**src/rtl/pwm_update_sched_pkg.sv**
```systemverilog
// Shared types and helpers for the per-channel PWM update scheduler.
package pwm_update_sched_pkg;

    localparam int PWMCOUNT_WIDTH = 16;
    localparam int SKIP_WIDTH     = 4;

    // FAULT shares the low two bits with DRAIN, so the 2-bit state port reads 2'b11 for both.
    typedef logic [2:0] sched_state_t;
    localparam sched_state_t IDLE  = 3'b000;
    localparam sched_state_t ARM   = 3'b001;
    localparam sched_state_t RUN   = 3'b010;
    localparam sched_state_t DRAIN = 3'b011;
    localparam sched_state_t FAULT = 3'b111;

    typedef enum logic [1:0] {
        UPD_ZERO   = 2'd0,
        UPD_PERIOD = 2'd1,
        UPD_BOTH   = 2'd2,
        UPD_IMM    = 2'd3
    } upd_mode_t;

    function automatic logic qual_event(input upd_mode_t mode, input logic zero_ev,
                                        input logic per_ev);
        case (mode)
            UPD_ZERO:   return zero_ev;
            UPD_PERIOD: return per_ev;
            UPD_BOTH:   return zero_ev | per_ev;
            default:    return 1'b1;
        endcase
    endfunction

endpackage

```
**src/rtl/pwm_update_sched_event_det.sv**
```systemverilog
// Carrier boundary detector: registers the previous carrier and flags entry into zero / top.
module carrier_event_det #(
    parameter int PWMCOUNT_W = 16
) (
    input  logic                  clk,
    input  logic                  reset,
    input  logic [PWMCOUNT_W-1:0] carrier,
    input  logic [PWMCOUNT_W-1:0] carrier_period,
    output logic                  zero_ev,
    output logic                  per_ev
);

    logic [PWMCOUNT_W-1:0] carrier_prev;

    always_ff @(posedge clk) begin
        if (reset) carrier_prev <= '0;
        else       carrier_prev <= carrier;
    end

    // Edge-style detection so a carrier parked at zero or top yields a single event.
    assign zero_ev = (carrier == '0) && (carrier_prev != '0);
    assign per_ev  = (carrier == carrier_period) && (carrier_prev != carrier_period);

endmodule

```
**src/rtl/pwm_update_sched.sv**
```systemverilog
// Per-channel start/stop/fault sequencer and shadow-load scheduler for a PWM compare channel.
// Build option PWM_UPDATE_SKIP_EN: defer each update by update_skip qualifying events.
module pwm_update_sched
    import pwm_update_sched_pkg::*;
#(
    parameter int PWMCOUNT_W = PWMCOUNT_WIDTH,
    parameter int SKIP_W     = SKIP_WIDTH
) (
    input  logic                  clk,
    input  logic                  reset,
    input  logic [PWMCOUNT_W-1:0] carrier,
    input  logic [PWMCOUNT_W-1:0] carrier_period,
    input  logic                  sw_enable,
    input  logic                  update_req,
    input  logic [1:0]            update_mode,
    input  logic [SKIP_W-1:0]     update_skip,
    input  logic                  fault,
    input  logic                  fault_clr,
    output logic                  maskevent,
    output logic                  pwm_onoff,
    output logic                  carrier_onoff,
    output logic                  update_pending,
    output logic [1:0]            state
);

    sched_state_t st_q, st_d;
    logic zero_ev, per_ev, qual_ev;
    logic in_upd, keep_upd, want, hit, fire;
    logic pend_d, mask_d, pwm_d, cof_d;

    carrier_event_det #(.PWMCOUNT_W(PWMCOUNT_W)) u_event_det (
        .clk            (clk),
        .reset          (reset),
        .carrier        (carrier),
        .carrier_period (carrier_period),
        .zero_ev        (zero_ev),
        .per_ev         (per_ev)
    );

    assign qual_ev = qual_event(upd_mode_t'(update_mode), zero_ev, per_ev);

    always_comb begin
        st_d = st_q;
        if (fault) begin
            st_d = FAULT;
        end else begin
            case (st_q)
                IDLE:    if (sw_enable) st_d = ARM;
                ARM:     if (zero_ev) st_d = RUN;
                RUN:     if (!sw_enable) st_d = DRAIN;
                DRAIN:   if (sw_enable) st_d = RUN;
                         else if (zero_ev) st_d = IDLE;
                FAULT:   if (fault_clr) st_d = IDLE;
                default: st_d = IDLE;
            endcase
        end
    end

    // Updates are only tracked while the channel is live; any other state drops them.
    assign in_upd   = !fault && (st_q == RUN || st_q == DRAIN);
    assign keep_upd = (st_d == RUN || st_d == DRAIN);
    assign want     = in_upd && (update_pending || update_req);

`ifdef PWM_UPDATE_SKIP_EN
    logic [SKIP_W-1:0] skip_q, skip_d;

    assign hit = (skip_q == update_skip);

    always_comb begin
        skip_d = '0;
        if (pend_d) skip_d = (want && qual_ev) ? skip_q + 1'b1 : skip_q;
    end

    always_ff @(posedge clk) begin
        if (reset) skip_q <= '0;
        else       skip_q <= skip_d;
    end
`else
    logic unused_skip;

    assign hit         = 1'b1;
    assign unused_skip = ^update_skip;
`endif

    assign fire   = want && qual_ev && hit;
    assign pend_d = want && !fire && keep_upd;
    assign mask_d = ((st_q == IDLE) && (st_d == ARM)) || fire;
    assign pwm_d  = (st_d == RUN) || (st_d == DRAIN);
    assign cof_d  = pwm_d || (st_d == ARM);

    always_ff @(posedge clk) begin
        if (reset) begin
            st_q           <= IDLE;
            maskevent      <= 1'b0;
            pwm_onoff      <= 1'b0;
            carrier_onoff  <= 1'b0;
            update_pending <= 1'b0;
        end else begin
            st_q           <= st_d;
            maskevent      <= mask_d;
            pwm_onoff      <= pwm_d;
            carrier_onoff  <= cof_d;
            update_pending <= pend_d;
        end
    end

    assign state = st_q[1:0];

endmodule

```
**config.mk**
```make
export PLATFORM = sky130hd
export DESIGN_NAME = pwm_update_sched
export DESIGN_NICKNAME = d
export VERILOG_FILES = /design/src/rtl/pwm_update_sched_pkg.sv /design/src/rtl/pwm_update_sched_event_det.sv /design/src/rtl/pwm_update_sched.sv
export SDC_FILE = /design/constraint.sdc
export NUM_CORES = 1
export LEC_CHECK = 0
export ABC_AREA = 1
export BUFFER_PORTS_ARGS = -buffer_cell sky130_fd_sc_hd__clkbuf_2
export CAP_MARGIN = 20
export CORE_UTILIZATION = 50
export CTS_CLUSTER_DIAMETER = 30
export CTS_CLUSTER_SIZE = 30
export DETAILED_ROUTE_END_ITERATION = 16
export GPL_ROUTABILITY_DRIVEN = 0
export PLACE_DENSITY = 0.79
export RECOVER_POWER = 25
export SLEW_MARGIN = 20
export SYNTH_ARGS = -nofsm -noshare
export SYNTH_HDL_FRONTEND = slang
export SYNTH_SLANG_ARGS = --single-unit
export TNS_END_PERCENT = 50
```
**constraint.sdc**
```tcl
create_clock -name clk -period 1.4 [get_ports clk]
set_input_delay 0.14 -clock clk [delete_from_list [all_inputs] [get_ports clk]]
set_output_delay 0.14 -clock clk [all_outputs]
set_load 0.05 [all_outputs]
```
==> results.cfg <==
[run_status]
status = completed

[power]
p_sw_share_pct = 32.5
p_clk_share_pct = 22.7
p_int_mw = 0.943
seq_power_share_pct = 51.5
p_sw_mw = 0.453
cellLeakagePower_nw = 1.02
pwr-share-comb_pct = 25.8
peakVddDrop_v = 0.000648
powerDensity_nw_per_um2 = 788

[setup_path]
path_max_fanout = 3
start_kind = flip-flop
worst-path-buf-inv = 0
arrival_ns = 1.55
cp-end-kind = flip-flop
crit_top_cell = nand2_2
worst-setup-path-type = reg2reg
rr_startpoint = u_event_det.carrier_prev[8]
slowest_stage = dfxtp_2
cp_cell_sequence = nor2_2, nand3_1, nor2_1, nand2_1, nand2_2, nand2_2, nand2_2, nand2_2, nand2_1, nand2_1, nor2_1
critical-path-top-delay-family = simple AND/OR/NAND/NOR gates
required_ns = 1.66
crit_start = u_event_det.carrier_prev[8]
cp_slowest_stage_delay_ns = 0.36

[detailed_routing]
ant_nets = 0
drtIter0Drc = 76
route.detailed.drc = 0
wirelength_mm = 2.97
drt-pass1-iter-count = 4
via_per_inst = 4.61
dr_total_vias = 1539
wire_per_inst_um = 8.90

[global_routing]
grt_pass1_vias = 1428
grt_util_met1_pct = 23.4
grt_pass1_wl_mm = 5.29
grt_use_met3_pct = 3.00
busiest_layer = met2
met2_usage_pct = 39.5
grt_start_max_net_pins = 14
antenna_found_initial = 0
grtUsageTotal_pct = 20.9
grt-ovfl-total = 0

[synth]
yosysMostFrequentCell = nand2_1
synth_seq_cells = 23
synth-compound-area-share_pct = 1.85
synth_edf_count = 0
syn_avg_cell_area_um2 = 5.77
ys.flop_type = dfxtp_1
synth_xor_area_share_pct = 7.67
synth_top_cell_by_area = dfxtp_1
synth_area_leaders = dfxtp_1, nand2_1, nor2_1
yosys-top-cells-count = nand2_1, nor2_1, inv_1
syn-num-nets = 301
synth_cell_type_count = 20
synth_top_area_share_pct = 31.0
synth_async_sr_flop_share_pct = 0
synth_top_family_by_area = simple AND/OR/NAND/NOR gates
synth_area_um2 = 1480
yosysSeqAreaShare_pct = 31.0
synthMuxAreaShare_pct = 0
yosys.area_share.simple_pct = 46.0
synthAdderAreaFrac_pct = 0
yosys_warnings = 0
netlist_instances = 257

[die]
die_y_um = 56.5
io_pins = 50
fp.coreArea_um2 = 2780
start_util_pct = 53.4
dieArea_um2 = 3190
die_w_um = 56.5
rows = 19

[clock_tree]
cts_hold_buf = 0
clk_pin_slew_worst_paths_ns = 0.13
cts_root_buf = clkbuf_4
clock-sinks = 23
cts.htree.levels = 1
cts_made_buffers = 3
cts_tree = built
clk_path_buf_depth = 2
clock_latency_ns = 0.31

[finish]
ff_latch_area_um2 = 467
fin_util_pct = 63.7
syn_to_final_growth_pct = 19.4
n_fill_cell = 292
antenna_cells = 0
final_layout_size_suffix_gt1_share_pct = 25.1
fin_nets = 348
multiInputGateArea_um2 = 835

[sta]
setup_viol = 0
grt_setup_unrepaired = true
fmax_ghz = 0.779
min_period_ns = 1.28
drv_slew = 0
finalHoldViolCount = 0
skew_ns = 0.00122
slew_headroom_pct = 65.3
worst_pin_slew_ns = 0.521
fin_tns_setup_ns = 0
period_share_pct = 91.7

[placement]
dpl.hpwl_mm = 2.51
port_buffers = 45

[min_path]
hp-start = carrier[5]
hp-class = in2reg

[flow_run]
drv_cap = 0
what timing repair did:
action | 4_1_cts | 5_1_grt
buffers inserted | 0 | 0
endpoints found under the setup margin | 0 | 3
resized for setup | 0 | 10
cells in the final DEF, fill, tap and decap left out, drive strengths merged:
master	synthesis	routed
a21oi	1	1
xor2	3	3
nor2	65	65
clkinv	0	1
clkbuf	2	49
nor3	2	2
nand4	3	3
inv	47	47
nand2	87	87
dfxtp	23	23
o21ai	3	3
xnor2	10	10
nand3	9	9
registers in the layout, indices dropped and copies added, names as in the netlist:
signal / cells
pwm_onoff: 1
carrier_onoff: 1
st_q: 3
maskevent: 1
u_event_det.carrier_prev: 16
update_pending: 1
through the flow:
stage	total power, mW	instances	area, µm²	hold WS [ns]	setup WS [ns]
finish	1.40	334	1770	0.0290	0.117
global route	1.49	334	1770	0.0342	-0.0434
CTS	1.40	334	1760	0.0237	0.0947
detailed placement	1.09	330	1730	0.373	0.122
global placement	1.08	330	1730	0.368	0.124
floorplan	0.968	257	1480	0.247	0.182
path summary, 6_finish.rpt:
path / to / slack, ns / cells after the start
min reg2reg: update_pending / 0.65 / 4
max: update_pending / 0.12 / 11
max reg2reg: update_pending / 0.12 / 11
min: u_event_det.carrier_prev[5] / 0.03 / 3
routing by layer:
layer,vias up,part of all wire [%]
li1,840,-
met1,662,44
met2,31,50
met3,6,4.2
met4,0,1.3
met5,-,0
kinds of logic after synthesis:
| logic type | count (synthesis) |
|---|---|
| compound gates | 4 |
| xor+xnor | 13 |
| buf+inv | 51 |
| flops | 23 |
| simple gates | 166 |
power by group through the flow:
stage	clock network, mW	registers, mW	logic (mW)
after floorplan	0	0.743	0.224
after global placement	0	0.730	0.353
after detailed placement	0	0.731	0.359
after CTS	0.325	0.716	0.361
after global routing	0.348	0.726	0.413
final	0.317	0.719	0.360
cell type report:
class	instances	share of cell area (%)
inverters	47	9.96
clock buffers	3	1.27
flip-flops and latches	23	26.3
well taps	31	2.19
multi-input cells	183	47.1
clock inverters	1	0.282
repair buffers	46	12.9
tightest hold or removal path: stages:
cell      delay, ns
clkbuf_2       0.10
inv_2          0.05
nor2_1         0.03
(Power assumes the default switching activity.)
